## config.mk

```make
export PLATFORM = sky130hd
export DESIGN_NAME = me_best_mv_collector
export DESIGN_NICKNAME = d
export VERILOG_FILES = /design/src/rtl/me_best_mv_collector_pkg.sv /design/src/rtl/me_best_mv_collector_sad_min_reg.sv /design/src/rtl/me_best_mv_collector.sv
export SDC_FILE = /design/constraint.sdc
export NUM_CORES = 1
export LEC_CHECK = 0
export BUFFER_PORTS_ARGS = -buffer_cell sky130_fd_sc_hd__buf_2
export CAP_MARGIN = 40
export CORE_ASPECT_RATIO = 1.2
export CORE_UTILIZATION = 38
export DETAILED_ROUTE_END_ITERATION = 16
export PLACE_DENSITY = 0.6
export SLEW_MARGIN = 0
export SYNTH_ARGS = -nofsm -noshare
export SYNTH_HDL_FRONTEND = slang
export SYNTH_SLANG_ARGS = --single-unit
```

## constraint.sdc

```tcl
create_clock -name clk -period 3.31 [get_ports clk]
set_clock_uncertainty 0.15 [all_clocks]
set_input_delay 0.1655 -clock clk [delete_from_list [all_inputs] [get_ports clk]]
set_output_delay 0.1655 -clock clk [all_outputs]
set_load 0.01 [all_outputs]
```

## src/rtl/me_best_mv_collector_pkg.sv

```systemverilog
// Shared widths, FSM state type and CB index constants for the best-MV collector.
// The record widths here match the PE array controller's search counters.
package me_best_mv_collector_pkg;

  localparam int SAD_W_DEF = 16;
  localparam int COL_W_DEF = 5;
  localparam int ROW_W_DEF = 7;
  localparam int NUM_CB    = 4;
  localparam int CB_W      = 2;

  typedef enum logic [1:0] {
    IDLE,
    COLLECT,
    DRAIN
  } state_e;

  localparam logic [CB_W-1:0] CB0 = 2'd0;
  localparam logic [CB_W-1:0] CB1 = 2'd1;
  localparam logic [CB_W-1:0] CB2 = 2'd2;
  localparam logic [CB_W-1:0] CB3 = 2'd3;

  localparam logic [SAD_W_DEF-1:0] SAD_INIT = '1;

endpackage

```

## src/rtl/me_best_mv_collector_sad_min_reg.sv

```systemverilog
// Running minimum of SAD for one sub-block, with the position where it occurred.
// The comparison is strict, so on a tie the earlier sample's position is kept.
module me_best_mv_collector_sad_min_reg #(
  parameter int SAD_W = 16,
  parameter int COL_W = 5,
  parameter int ROW_W = 7
) (
  input  logic             clk,
  input  logic             rst_n,
  input  logic             clear_i,
  input  logic             upd_i,
  input  logic [SAD_W-1:0] sad_i,
  input  logic [COL_W-1:0] col_i,
  input  logic [ROW_W-1:0] row_i,
  output logic [SAD_W-1:0] sad_o,
  output logic [COL_W-1:0] col_o,
  output logic [ROW_W-1:0] row_o,
  output logic             hit_o
);

  logic [SAD_W-1:0] sad_q, sad_d;
  logic [COL_W-1:0] col_q, col_d;
  logic [ROW_W-1:0] row_q, row_d;
  logic             hit_q, hit_d;

  always_comb begin
    sad_d = sad_q;
    col_d = col_q;
    row_d = row_q;
    hit_d = hit_q;
    if (clear_i) begin
      sad_d = '1;
      col_d = '0;
      row_d = '0;
      hit_d = 1'b0;
    end else if (upd_i) begin
      hit_d = 1'b1;
      if (sad_i < sad_q) begin
        sad_d = sad_i;
        col_d = col_i;
        row_d = row_i;
      end
    end
  end

  always_ff @(posedge clk or negedge rst_n) begin
    if (!rst_n) begin
      sad_q <= '1;
      col_q <= '0;
      row_q <= '0;
      hit_q <= 1'b0;
    end else begin
      sad_q <= sad_d;
      col_q <= col_d;
      row_q <= row_d;
      hit_q <= hit_d;
    end
  end

  assign sad_o = sad_q;
  assign col_o = col_q;
  assign row_o = row_q;
  assign hit_o = hit_q;

endmodule

```

## src/rtl/me_best_mv_collector.sv

```systemverilog
// Collects per-CB minimum SAD during a search and drains the four best records
// in CB order over a valid/ready port once the search window is complete.
module me_best_mv_collector
  import me_best_mv_collector_pkg::*;
#(
  parameter int SAD_W = SAD_W_DEF,
  parameter int COL_W = COL_W_DEF,
  parameter int ROW_W = ROW_W_DEF
) (
  input  logic             clk,
  input  logic             rst_n,
  input  logic             start_i,
  input  logic             sad_valid_i,
  input  logic [1:0]       sad_cb_i,
  input  logic [COL_W-1:0] sad_col_i,
  input  logic [ROW_W-1:0] sad_row_i,
  input  logic [SAD_W-1:0] sad_val_i,
  input  logic             search_done_i,
  output logic             res_valid_o,
  input  logic             res_ready_i,
  output logic [1:0]       res_cb_o,
  output logic [SAD_W-1:0] res_sad_o,
  output logic [COL_W-1:0] res_col_o,
  output logic [ROW_W-1:0] res_row_o,
  output logic             res_hit_o,
  output logic             busy_o,
  output logic             done_o
);

  state_e          state_q, state_d;
  logic [CB_W-1:0] idx_q, idx_d;
  logic            valid_q, valid_d;
  logic            busy_q;
  logic            done_q, done_d;
  logic            clear;

  logic [SAD_W-1:0] recSad [NUM_CB];
  logic [COL_W-1:0] recCol [NUM_CB];
  logic [ROW_W-1:0] recRow [NUM_CB];
  logic             recHit [NUM_CB];

  for (genvar g = 0; g < NUM_CB; g++) begin : gen_cb
    logic upd;
    assign upd = (state_q == COLLECT) && sad_valid_i && !start_i &&
                 (sad_cb_i == CB_W'(g));

    me_best_mv_collector_sad_min_reg #(
      .SAD_W(SAD_W),
      .COL_W(COL_W),
      .ROW_W(ROW_W)
    ) u_min (
      .clk    (clk),
      .rst_n  (rst_n),
      .clear_i(clear),
      .upd_i  (upd),
      .sad_i  (sad_val_i),
      .col_i  (sad_col_i),
      .row_i  (sad_row_i),
      .sad_o  (recSad[g]),
      .col_o  (recCol[g]),
      .row_o  (recRow[g]),
      .hit_o  (recHit[g])
    );
  end

  // start overrides everything, including a drain in progress and a same-cycle search_done
  always_comb begin
    state_d = state_q;
    idx_d   = idx_q;
    valid_d = valid_q;
    done_d  = 1'b0;
    clear   = 1'b0;
    if (start_i) begin
      clear   = 1'b1;
      state_d = COLLECT;
      idx_d   = CB0;
      valid_d = 1'b0;
    end else begin
      unique case (state_q)
        IDLE: ;
        COLLECT: begin
          if (search_done_i) begin
            state_d = DRAIN;
            idx_d   = CB0;
            valid_d = 1'b1;
          end
        end
        DRAIN: begin
          if (valid_q && res_ready_i) begin
            if (idx_q == CB3) begin
              valid_d = 1'b0;
              done_d  = 1'b1;
              state_d = IDLE;
            end else begin
              idx_d = idx_q + 2'd1;
            end
          end
        end
        default: state_d = IDLE;
      endcase
    end
  end

  always_ff @(posedge clk or negedge rst_n) begin
    if (!rst_n) begin
      state_q <= IDLE;
      idx_q   <= CB0;
      valid_q <= 1'b0;
      busy_q  <= 1'b0;
      done_q  <= 1'b0;
    end else begin
      state_q <= state_d;
      idx_q   <= idx_d;
      valid_q <= valid_d;
      busy_q  <= (state_d != IDLE);
      done_q  <= done_d;
    end
  end

  // Records are frozen during DRAIN, so reading them through the mux keeps the output stable
  always_comb begin
    res_cb_o  = '0;
    res_sad_o = '0;
    res_col_o = '0;
    res_row_o = '0;
    res_hit_o = 1'b0;
    if (valid_q) begin
      res_cb_o  = idx_q;
      res_sad_o = recSad[idx_q];
      res_col_o = recCol[idx_q];
      res_row_o = recRow[idx_q];
      res_hit_o = recHit[idx_q];
    end
  end

  assign res_valid_o = valid_q;
  assign busy_o      = busy_q;
  assign done_o      = done_q;

endmodule

```

Word level (Yosys, flattened, before mapping)
Index checks and enable logic that the tools add are counted.
{ "op_classes": {"addsub": 1, "magnitude_cmp": 5, "n_eq_ne": 10, "mux": 81, "bitwise": 1, "reduce_logical": 26} }
{ "op_table": {"columns": ["op", "count"], "rows": [
  ["16-bit 2-to-1 mux", 15],
  ["7-bit 2-to-1 mux", 15],
  ["5-bit 2-to-1 mux", 15],
  ["16-bit less-than comparator", 4],
  ["16-bit binary-select mux with 2-bit select", 1],
  ["1-bit 2-to-1 mux", 20],
  ["2-bit 2-to-1 mux", 9],
  ["2-bit nonzero test", 9],
  ["7-bit binary-select mux with 2-bit select", 1],
  ["3-bit != test, second input constant", 4],
  ["5-bit binary-select mux with 2-bit select", 1],
  ["2-bit == test, second input constant", 4],
  ["2-bit AND reduction", 4],
  ["4-bit AND reduction", 2],
  ["1-bit logical AND", 7],
  ["2-bit one-hot mux with 3 select lines", 1],
  ["2-bit by 1-bit == test with 1-bit output, second input constant", 2],
  ["2-bit zero test", 2],
  ["2-bit one-hot mux with 2 select lines", 1],
  ["3-bit >= comparator, second input constant", 1],
  ["2-bit inverter with 3-bit output", 1],
  ["3-bit nonzero test", 1],
  ["2-bit by 1-bit adder with 2-bit output, second input constant", 1],
  ["1-bit binary-select mux with 2-bit select", 1],
  ["other kinds (2)", 2]
]} }
{ "totals": {"reg_bits": 123, "input_bits": 36, "output_inout_bits": 34, "elab_cells": 145} }

Longest topological paths before layout
Gate-level depths: netlist (run 1).
{ "logic_depth": {"ltp_word": 6, "depth_mapped": 9} }

Hierarchy
Synthesis (run 1) repeated with hierarchy kept, for this count alone.
{ "unflattened": {"cells_unflattened": 816, "hier_area_um2": 8368.0} }
{ "by_module_without_submodules": {"columns": ["mod", "instances", "cells_each", "area_each_um2"], "rows": [
  ["me_best_mv_collector_sad_min_reg at gen_cb[0].u_min ...", 3, 178, 1760.4],
  ["me_best_mv_collector_sad_min_reg at gen_cb[3].u_min", 1, 177, 1794.2],
  ["me_best_mv_collector", 1, 105, 1292.5]
]} }

Worst setup path after synthesis (run 1)
OpenSTA, ideal clock, no wires.
{ "synth_path": {"path_kind": "register -> register", "from": "reg gen_cb[0].u_min.sad_q[13]", "to": "reg gen_cb[0].u_min.col_q[0]", "t_arrival_ns": 2.166, "path_slack_ns": 0.869, "stages_incl_launch_ff": 10, "period_less_slack_ns": 2.441, "path_cell_list": "dfstp_2 inv_1 ha_1 a211o_1 o211ai_1 o31ai_1 or4b_1 buf_6 buf_12 mux2i_1"} }
{ "synth_between": {"elab_chain_len": 3} }
{ "synth_lines": {"columns": ["element", "line_no", "rtl"], "rows": [
  ["from (decl)", "me_best_mv_collector_sad_min_reg.sv:21", "logic [SAD_W-1:0] sad_q, sad_d;"],
  ["from (signal assigned)", "me_best_mv_collector_sad_min_reg.sv:48", "sad_q <= '1;"],
  ["from (signal assigned)", "me_best_mv_collector_sad_min_reg.sv:53", "sad_q <= sad_d;"],
  ["16-bit less-than comparator", "me_best_mv_collector_sad_min_reg.sv:38", "if (sad_i < sad_q) begin"],
  ["2-bit nonzero test (no source line)", null, null],
  ["2-bit AND reduction (no source line)", null, null],
  ["to (signal assigned)", "me_best_mv_collector_sad_min_reg.sv:54", "col_q <= col_d;"],
  ["to (decl)", "me_best_mv_collector_sad_min_reg.sv:22", "logic [COL_W-1:0] col_q, col_d;"]
]} }
Every way passes these cells.
A chain may end at the register's enable or synchronous reset.

Final worst setup path (run 1)
{ "layout_path": {"from": "reg gen_cb[1].u_min.sad_q[2]", "to": "reg gen_cb[1].u_min.col_q[1]"} }
{ "layout_between": {"elab_chain_len": 3} }
{ "layout_lines": {"columns": ["element", "line_no"], "rows": [
  ["from (decl)", "me_best_mv_collector_sad_min_reg.sv:21"],
  ["from (signal assigned)", "me_best_mv_collector_sad_min_reg.sv:48"],
  ["from (signal assigned)", "me_best_mv_collector_sad_min_reg.sv:53"],
  ["16-bit less-than comparator", "me_best_mv_collector_sad_min_reg.sv:38"],
  ["2-bit nonzero test (no source line)", null],
  ["2-bit AND reduction (no source line)", null],
  ["to (signal assigned)", "me_best_mv_collector_sad_min_reg.sv:54"],
  ["to (decl)", "me_best_mv_collector_sad_min_reg.sv:22"]
]} }
Every way passes these cells.

==> results of run 1 <==
-- area by class of cell --
cell class | count | area (µm²) | share of cell area, %
well taps | 265 | 332 | 3.60
clock inverters | 10 | 123 | 1.33
repair buffers | 106 | 703 | 7.63
clock buffers | 22 | 454 | 4.93
multi-input cells | 490 | 4150 | 45.1
flip-flops and latches | 123 | 3160 | 34.3
inverters | 76 | 285 | 3.10
-- stage by stage --
| stage | instances | util (%) |
|---|---|---|
| floorplan | 728 | - |
| global placement | 1040 | 41.8 |
| detailed placement | 1040 | 41.8 |
| CTS | 1092 | 45.6 |
| global route | 1092 | 45.6 |
| finish | 1092 | 45.6 |
-- registers in the layout, summed over array words and instances, names as in the netlist --
register	cells
idx_q	2
gen_cb.u_min.sad_o	64
state_q	2
gen_cb.u_min.hit_o	4
gen_cb.u_min.col_o	20
done_o	1
res_valid_o	1
gen_cb.u_min.row_o	28
busy_o	1
-- Yosys cell counts (3+ instances only) --
cell type    n
a211oi_1     5
mux4_2      29
clkbuf_1    23
nand4_1      8
a21o_1       4
nand2_1     10
nand3_1      7
ha_1        61
nor3_1       3
mux2i_1    113
a21oi_1     13
inv_1       76
buf_2        6
nor2_1      92
dfstp_2     64
buf_6        3
dfrtp_1     59
buf_4        4
nand2b_1    63
o21ai_0     16
and2_1      31
-- timing repair --
action                    in CTS  in global routing
setup buffers                  0                  0
hold endpoints to repair      81                  0
hold buffers                  20                  0
-- per-layer routing --
metal | GRT usage (%) | wire [µm] | vias to the layer above
li1 | - | - | 2679
met1 | 24.7 | 8560 | 2760
met2 | 32.7 | 9460 | 86
met3 | 3.63 | 488 | 17
met4 | 5.28 | 252 | 0
met5 | 0 | 0 | -
-- worst max-delay path by stage --
| stage | to | slack, ns | start |
|---|---|---|---|
| after global routing | gen_cb[1].u_min.row_o[3]$_DFFE_PN0P_ | 0.38 | gen_cb[1].u_min.sad_o[2]$_DFFE_PN1P_ |
| after detailed placement | gen_cb[1].u_min.col_o[1]$_DFFE_PN0P_ | 0.48 | gen_cb[1].u_min.sad_o[2]$_DFFE_PN1P_ |
| after CTS | gen_cb[1].u_min.col_o[1]$_DFFE_PN0P_ | 0.48 | gen_cb[1].u_min.sad_o[2]$_DFFE_PN1P_ |
| after global placement | gen_cb[1].u_min.col_o[1]$_DFFE_PN0P_ | 0.55 | gen_cb[1].u_min.sad_o[2]$_DFFE_PN1P_ |
| after floorplan | gen_cb[0].u_min.col_o[0]$_DFFE_PN0P_ | 0.87 | gen_cb[0].u_min.sad_o[13]$_DFFE_PN1P_ |
| final | gen_cb[1].u_min.col_o[1]$_DFFE_PN0P_ | 0.49 | gen_cb[1].u_min.sad_o[2]$_DFFE_PN1P_ |
-- power breakdown --
group	total (µW)	switching, µW	internal [µW]
Combinational	373	217	156
Clock	1840	648	1190
Sequential	1580	29.4	1550
Total	3790	894	2890
-- critical path, stage by stage (launching register included) --
cell and delay (ns):
dfstp_2 0.54, inv_1 0.05, ha_1 0.29, nand2_1 0.05, o21ai_0 0.25, a41oi_1 0.31
o21ai_4 0.61, buf_12 0.27, mux2i_1 0.22
-- cells by family after synthesis --
group	synth area share (%)
AO/OA/AOI/OAI	5.20
adder cells (fa/ha/maj)	9.78
buffers and inverters	6.53
flip-flops	40.5
multiplexers	22.9
AND/OR/NAND/NOR	15.1
==> flow_metrics.env, run 1 <==
export IMPL_status="completed"
export IMPL_critPathKind="reg -> reg"
export IMPL_fmax_mhz=355
export IMPL_period_share_pct=85.1
export IMPL_reg2reg_to="gen_cb[1].u_min.col_o[1]$_DFFE_PN0P_"
export IMPL_hp_class="in -> reg"
export IMPL_required_ns=3.50
export IMPL_drtPass1Iterations=4
export IMPL_async_flop_share_pct=100
export IMPL_leakage_uw=0.00523
export IMPL_initial_core_util_pct=38.7
export IMPL_tns_ns=0
export IMPL_p_total_uw=3790
export IMPL_timing_slew_headroom_pct=46.0
export IMPL_grt_pass1_vias=5845
export IMPL_cp_arrival_ns=3.01
export IMPL_rows=57
export IMPL_grt_pass1_wl_um=31400
export IMPL_cts_sinks=123
export IMPL_synthesis_nets=825
export IMPL_min_delay_start="sad_val_i[11]"
export IMPL_critPathMaxFanout=18
export IMPL_path_clk_slew_ns=0.06
export IMPL_grt_max_degree=70
export IMPL_reg2regPathDepth=8
export IMPL_cts_buffers=17
export IMPL_die_area_mm2=0.0211
export IMPL_rrSetupSlack_ns=0.49
export IMPL_yosysWarnings=0
export IMPL_routabilityCongestion=0.823
export IMPL_syn_area_mm2=0.00780
export IMPL_ios=70
export IMPL_r2r_start="gen_cb[1].u_min.sad_o[2]$_DFFE_PN1P_"
export IMPL_drive_above_1_share_pct=25.4
export IMPL_cp_start_kind="register"
export IMPL_io_buffers=69
export IMPL_drt_iter0_markers=229
export IMPL_min_to="gen_cb[2].u_min.sad_o[11]$_DFFE_PN1P_"
export IMPL_antenna_found_initial=0
export IMPL_track_usage_pct=19.2
export IMPL_dieWidth_um=133
export IMPL_vias_per_cell=5.08
export IMPL_wire_per_inst_um=17.2
export IMPL_cap_violations=0
export IMPL_layout_commonest_cell="mux2i_1"
export IMPL_fin_crit_ns=2.82
export IMPL_via_count=5542
export IMPL_end_kind="register"
export IMPL_nets=911
export IMPL_fin_area_mm2=0.00921
export IMPL_syn_area_per_cell_um2=10.7
export IMPL_placedInstanceArea_mm2=0.00843
export IMPL_cts_resized=0
export IMPL_yosys_cell_types_count=51
export IMPL_fp_dieH_um=159
export IMPL_worst_pin_slew_ns=0.810
export IMPL_cts_tree="done"
export IMPL_yosysTopAreaCell="dfstp_2"
export IMPL_pre_cts_ws_ns=0.479
export IMPL_wl_um=18800
export IMPL_insertion_delay_ns=0.42
export IMPL_yosys_area_top_type_share_pct=21.6
export IMPL_core_area_mm2=0.0202
export IMPL_area_delta_synth_final_pct=18.1
export IMPL_cts_htree_levels=4
export IMPL_antenna_left=0
export IMPL_final_cell_mix="mux2i_1 (113), nor2_1 (92), inv_1 (76), buf_2 (67), dfstp_2 (64)"
export IMPL_ys_flop_type="dfstp_2"
export IMPL_overflow=0
export IMPL_synthCells=728
export IMPL_synth_seq_area_share_pct=40.5
export IMPL_yosys_register_bits=123
export IMPL_setup_slack_ns=0.492
export IMPL_slew_violations=0
export IMPL_power_density_mw_per_mm2=411
export IMPL_vdd_drop_max_v=0.000331
export IMPL_rsz0062_at_grt="false"
export IMPL_setup_viol=0
export IMPL_hold_ws_ns=0.00932
export IMPL_root_buffer="clkbuf_16"
export IMPL_drc_errors=0
export IMPL_synth_area_top_cells="dfstp_2 (22%), dfrtp_1 (19%), mux2i_1 (14%), ha_1 (9.8%), mux4_2 (8.4%)"
export IMPL_synth_edf_count=0
export IMPL_cts_buffer_depth=2
export IMPL_fill_cells=1910
export IMPL_antenna_cells=0
export IMPL_hold_depth=3
export IMPL_timing_final_hold_violations=0
export IMPL_dp_hpwl_um=13200
(Power assumes the default switching activity.)
==> run 2: changes to the inputs <==
--- a/config.mk
+++ b/config.mk
@@ -9,6 +9,7 @@
 export CAP_MARGIN = 40
 export CORE_ASPECT_RATIO = 1.2
 export CORE_UTILIZATION = 38
+export CTS_BUF_LIST = sky130_fd_sc_hd__clkbuf_16
 export DETAILED_ROUTE_END_ITERATION = 16
 export PLACE_DENSITY = 0.6
 export SLEW_MARGIN = 0
==> run 2 against run 1 <==
Compared with the run above:
- sequential share of layout area is essentially flat
- register-to-register slack about the same
- via count increased by 0.13%
- clock power shrank 2%
- total power down 0.90%
- utilization about the same
- global-route usage barely moved
- first-iteration DRC count increased by 10%
==> flow_metrics.env, run 2 (synthesis results as in run 1) <==
export IMPL_status="completed"
export IMPL_tns_ns=0
export IMPL_postCtsSetupBuffers=0
export IMPL_cp_arrival_ns=3.01
export IMPL_r2r_start="gen_cb[1].u_min.sad_o[2]$_DFFE_PN1P_"
export IMPL_antenna_found_initial=0
export IMPL_seqPwrFrac_pct=42.0
export IMPL_cts_htree_levels=4
export IMPL_cts_buffer_depth=2
export IMPL_rsz0062_at_grt="false"
export IMPL_rrSetupSlack_ns=0.48
export IMPL_slew_violations=0
export IMPL_via_count=5549
export IMPL_drt_iter0_markers=252
export IMPL_grt_pass1_vias=5847
export IMPL_fin_crit_ns=2.83
export IMPL_cts_buffers=17
export IMPL_period_share_pct=85.4
export IMPL_pre_cts_ws_ns=0.479
export IMPL_min_to="gen_cb[2].u_min.sad_o[11]$_DFFE_PN1P_"
export IMPL_hp_class="in -> reg"
export IMPL_setup_slack_ns=0.483
export IMPL_min_delay_start="sad_val_i[11]"
export IMPL_power_share_clock_pct=48.0
export IMPL_fp_dieH_um=159
export IMPL_drtPass1Iterations=5
export IMPL_cts_resized=0
export IMPL_cts_tree="done"
export IMPL_nets=911
export IMPL_insertion_delay_ns=0.42
export IMPL_vdd_drop_max_v=0.000331
export IMPL_wire_per_inst_um=17.2
export IMPL_antenna_cells=0
export IMPL_root_buffer="clkbuf_16"
export IMPL_grt_pass1_wl_um=31400
export IMPL_antenna_left=0
export IMPL_timing_final_hold_violations=0
export IMPL_core_area_mm2=0.0202
export IMPL_leakage_uw=0.00524
export IMPL_power_density_mw_per_mm2=408
export IMPL_layout_commonest_cell="mux2i_1"
export IMPL_die_area_mm2=0.0211
export IMPL_switchingPower_uw=896
export IMPL_dp_hpwl_um=13200
export IMPL_final_cell_mix="mux2i_1 (113), nor2_1 (92), inv_1 (80), buf_2 (67), dfstp_2 (64)"
export IMPL_drive_above_1_share_pct=25.3
export IMPL_p_int_uw=2860
export IMPL_critPathKind="reg -> reg"
export IMPL_switching_share_pct=23.9
export IMPL_grt_max_degree=70
export IMPL_postCtsHoldBufs=20
export IMPL_hold_depth=3
export IMPL_timing_slew_headroom_pct=45.7
export IMPL_setup_viol=0
export IMPL_ios=70
export IMPL_area_delta_synth_final_pct=17.9
export IMPL_initial_core_util_pct=38.7
export IMPL_cap_violations=0
export IMPL_track_usage_pct=19.2
export IMPL_required_ns=3.50
export IMPL_worst_pin_slew_ns=0.814
export IMPL_cp_start_kind="register"
export IMPL_fmax_mhz=354
export IMPL_cts_sinks=123
export IMPL_wl_um=18800
export IMPL_dieWidth_um=133
export IMPL_critPathMaxFanout=18
export IMPL_largest_reg_flops=64
export IMPL_drc_errors=0
export IMPL_reg2regPathDepth=8
export IMPL_end_kind="register"
export IMPL_rows=57
export IMPL_vias_per_cell=5.08
export IMPL_reg2reg_to="gen_cb[1].u_min.col_o[1]$_DFFE_PN0P_"
export IMPL_overflow=0
export IMPL_io_buffers=69
export IMPL_combPwrFrac_pct=10.0
export IMPL_path_clk_slew_ns=0.06
export IMPL_routabilityCongestion=0.823
==> run 2: critical path: stages, from the launching register on <==
cell and delay, ns:
dfstp_2 0.54, inv_1 0.05, ha_1 0.29, nand2_1 0.05, o21ai_0 0.25, a41oi_1 0.31
o21ai_4 0.61, buf_12 0.27, mux2i_1 0.22
==> run 2: routing by layer <==
layer | vias to the layer above | GRT usage, % | share of wire [%]
met2 | 83 | 32.8 | 50
met4 | 0 | 5.28 | 1.4
li1 | 2677 | - | -
met3 | 19 | 3.63 | 2.8
met5 | - | 0 | 0
met1 | 2770 | 24.6 | 45
==> run 2: cell type report <==
| cell class | count | area [µm²] |
|---|---|---|
| clock buffer | 17 | 425 |
| clock inverter | 15 | 141 |
| fill | 1914 | 11000 |
| inverter | 76 | 285 |
| multi-input combinational | 490 | 4150 |
| sequential | 123 | 3160 |
| tap | 265 | 332 |
| timing repair buffer | 106 | 703 |
==> run 2: how the worst max path moves through the flow <==
| stage | start | endpoint | slack, ns |
|---|---|---|---|
| 6_report | gen_cb[1].u_min.sad_o[2]$_DFFE_PN1P_ | gen_cb[1].u_min.col_o[1]$_DFFE_PN0P_ | 0.48 |
| 5_1_grt | gen_cb[1].u_min.sad_o[2]$_DFFE_PN1P_ | gen_cb[1].u_min.row_o[3]$_DFFE_PN0P_ | 0.38 |
| 4_1_cts | gen_cb[1].u_min.sad_o[2]$_DFFE_PN1P_ | gen_cb[1].u_min.col_o[1]$_DFFE_PN0P_ | 0.48 |
| 3_5_place_dp | gen_cb[1].u_min.sad_o[2]$_DFFE_PN1P_ | gen_cb[1].u_min.col_o[1]$_DFFE_PN0P_ | 0.48 |
| 3_3_place_gp | gen_cb[1].u_min.sad_o[2]$_DFFE_PN1P_ | gen_cb[1].u_min.col_o[1]$_DFFE_PN0P_ | 0.55 |
| 2_1_floorplan | gen_cb[0].u_min.sad_o[13]$_DFFE_PN1P_ | gen_cb[0].u_min.col_o[0]$_DFFE_PN0P_ | 0.87 |
==> run 2: per-stage QoR <==
step / hold WS, ns / utilization (%) / cells / power (µW) / cell area, µm²
final: 0.00994 / 45.6 / 1092 / 3750 / 9200
after global routing: 0.0257 / 45.6 / 1092 / 3910 / 9200
after CTS: 0.00587 / 45.6 / 1092 / 3800 / 9200
after detailed placement: 0.154 / 41.8 / 1040 / 1960 / 8430
after global placement: 0.164 / 41.8 / 1040 / 1960 / 8430
after floorplan: -0.280 / - / 728 / 1800 / 7800
==> run 2: power groups by stage <==
stage | sequential (µW) | combinational [µW] | clock, µW
2_1_floorplan | 1590 | 212 | 0
3_3_place_gp | 1600 | 359 | 0
3_5_place_dp | 1600 | 360 | 0
4_1_cts | 1580 | 380 | 1840
5_1_grt | 1580 | 417 | 1910
6_report | 1580 | 374 | 1800
==> run 3: changes to the inputs <==
--- a/config.mk
+++ b/config.mk
@@ -7,10 +7,10 @@
 export LEC_CHECK = 0
 export BUFFER_PORTS_ARGS = -buffer_cell sky130_fd_sc_hd__buf_2
 export CAP_MARGIN = 40
-export CORE_ASPECT_RATIO = 1.2
 export CORE_UTILIZATION = 38
 export CTS_BUF_LIST = sky130_fd_sc_hd__clkbuf_16
 export DETAILED_ROUTE_END_ITERATION = 16
+export GPL_TIMING_DRIVEN = 0
 export PLACE_DENSITY = 0.6
 export SLEW_MARGIN = 0
 export SYNTH_ARGS = -nofsm -noshare
==> run 3 against run 2 <==
Compared with the run above:
- first-iteration DRC count rose by 14%
- combinational power rose by 8.8%
- sequential share of layout area decreased by 0.58 points
- fmax fell by 6.4%
==> flow_metrics.env, run 3 (synthesis results as in run 1) <==
export IMPL_status="completed"
export IMPL_timing_slew_headroom_pct=47.8
export IMPL_grt_use_met2_pct=33.8
export IMPL_drc_errors=0
export IMPL_pre_cts_ws_ns=0.447
export IMPL_drtPass1Iterations=5
export IMPL_wl_um=20900
export IMPL_antenna_left=0
export IMPL_final_cell_mix="mux2i_1 (113), nor2_1 (92), inv_1 (76), buf_2 (74), dfstp_2 (64)"
export IMPL_period_share_pct=91.3
export IMPL_postCtsSetupBuffers=0
export IMPL_min_delay_start="sad_val_i[11]"
export IMPL_drive_above_1_share_pct=25.1
export IMPL_cp_start_kind="register"
export IMPL_crit_start="idx_q[1]$_DFFE_PN0P_"
export IMPL_antenna_cells=0
export IMPL_cap_violations=0
export IMPL_path_cells="clkbuf_1, clkbuf_1, buf_8, buf_2, mux4_2, and2_1, buf_2"
export IMPL_r2r_start="gen_cb[3].u_min.sad_o[11]$_DFFE_PN1P_"
export IMPL_largest_reg_flops=64
export IMPL_cts_buffer_depth=2
export IMPL_power_density_mw_per_mm2=415
export IMPL_vdd_drop_max_v=0.000374
export IMPL_tns_ns=0
export IMPL_worst_pin_slew_ns=0.783
export IMPL_root_buffer="clkbuf_16"
export IMPL_track_usage_pct=20.9
export IMPL_io_buffers=69
export IMPL_core_area_mm2=0.0202
export IMPL_nets=937
export IMPL_antenna_found_initial=0
export IMPL_setup_slack_ns=0.289
export IMPL_setup_viol=0
export IMPL_critPathKind="reg -> out"
export IMPL_required_ns=2.99
export IMPL_cp_top_family="buffers and inverters"
export IMPL_grt_pass1_vias=5965
export IMPL_cts_htree_levels=4
export IMPL_fill_cells=1954
export IMPL_vias_per_cell=5.12
export IMPL_via_count=5744
export IMPL_overflow=0
export IMPL_dp_hpwl_um=14800
export IMPL_ios=70
export IMPL_cts_buffers=17
export IMPL_critPathMaxFanout=10
export IMPL_path_buf_inv=5
export IMPL_slew_violations=0
export IMPL_dieWidth_um=145
export IMPL_initial_core_util_pct=38.7
export IMPL_fp_dieH_um=145
export IMPL_layout_commonest_cell="mux2i_1"
export IMPL_grt_util_met3_pct=3.55
export IMPL_cts_sinks=123
export IMPL_fmax_mhz=331
export IMPL_placedInstanceArea_mm2=0.00856
export IMPL_die_area_mm2=0.0211
export IMPL_wire_per_inst_um=18.6
export IMPL_rows=52
export IMPL_path_clk_slew_ns=0.06
export IMPL_grt_max_degree=85
export IMPL_leakage_uw=0.00528
export IMPL_top_usage_layer="met2"
export IMPL_fin_crit_ns=3.02
export IMPL_fin_area_mm2=0.00935
export IMPL_timing_final_hold_violations=0
export IMPL_slowest_delay_ns=0.40
export IMPL_hp_class="in -> reg"
export IMPL_crit_slowest_cell="clkbuf_1"
export IMPL_cts_tree="done"
export IMPL_rsz0062_at_grt="false"
export IMPL_cp_arrival_ns=2.71
export IMPL_grt_pass1_wl_um=33500
export IMPL_routabilityCongestion=0.832
export IMPL_use_met1_pct=29.1
export IMPL_insertion_delay_ns=0.42
export IMPL_end_kind="output pin"
export IMPL_area_delta_synth_final_pct=19.9
export IMPL_drt_iter0_markers=288
==> run 3: cell types whose count changed in the layout (fill, tap and decap cells not counted), moves of 2 or more <==
cell / before / now
dfrtp_2: 2 / 0
buf_2: 67 / 74
clkinv_1: 5 / 1
buf_4: 17 / 4
inv_1: 80 / 76
clkbuf_1: 0 / 23
inv_6: 0 / 3
clkinvlp_4: 1 / 3
dfrtp_1: 57 / 59
buf_6: 0 / 6
clkinv_4: 0 / 2
==> run 3: per-layer routing <==
metal	vias up	wire, µm
met4	0	250
met3	18	718
met2	104	9960
met1	2884	9970
met5	-	0
li1	2738	-
==> run 3: worst paths after layout <==
check,slack [ns],cells past startpoint,end
max in group asynchronous,2.14,3,gen_cb[3].u_min.sad_o[4]$_DFFE_PN1P_
min,0.01,3,gen_cb[3].u_min.sad_o[11]$_DFFE_PN1P_
min in group asynchronous,0.07,2,gen_cb[0].u_min.row_o[0]$_DFFE_PN0P_
max,0.29,7,res_sad_o[4]
min reg2reg,0.37,2,gen_cb[0].u_min.sad_o[9]$_DFFE_PN1P_
max reg2reg,0.43,8,gen_cb[3].u_min.row_o[3]$_DFFE_PN0P_
==> run 3: power breakdown <==
group          leakage [µW]  switching (µW)  internal [µW]
Clock              0.000284             724           1180
Combinational       0.00351             245            162
Sequential          0.00148            22.0           1550
Total               0.00528             992           2890
==> run 3: through the flow <==
step                      std cells  utilization (%)  hold WS, ns  total power, µW
after floorplan                 728                -       -0.280             1800
after CTS                      1122             46.4      0.00627             3920
after global routing           1122             46.4       0.0256             4020
after global placement         1067             42.1        0.293             1980
final                          1122             46.4       0.0149             3880
after detailed placement       1071             42.4      -0.0479             1980
==> run 3: cell type report <==
type / count / area (µm²) / share of cell area (%)
well taps: 270 / 338 / 3.61
plain buffers: 39 / 224 / 2.39
clock inverters: 14 / 170 / 1.82
multi-input cells: 490 / 4130 / 44.2
repair buffers: 93 / 617 / 6.60
clock buffers: 17 / 425 / 4.55
flip-flops and latches: 123 / 3160 / 33.8
inverters: 76 / 285 / 3.05
==> run 3: repair_timing <==
action / 4_1_cts / 5_1_grt
endpoints found under the hold margin: 137 / 0
gates resized for setup: 0 / 0
setup endpoints to repair: 0 / 0
hold buffers: 20 / 0
==> run 3: worst register-to-register path: stages, from the launching register on <==
cell and delay (ns):
dfstp_2 0.54, inv_1 0.05, ha_1 0.33, nand4_1 0.15, a311o_1 0.34, o211ai_1 0.16, buf_2 0.37, buf_2 0.44
mux2i_1 0.27
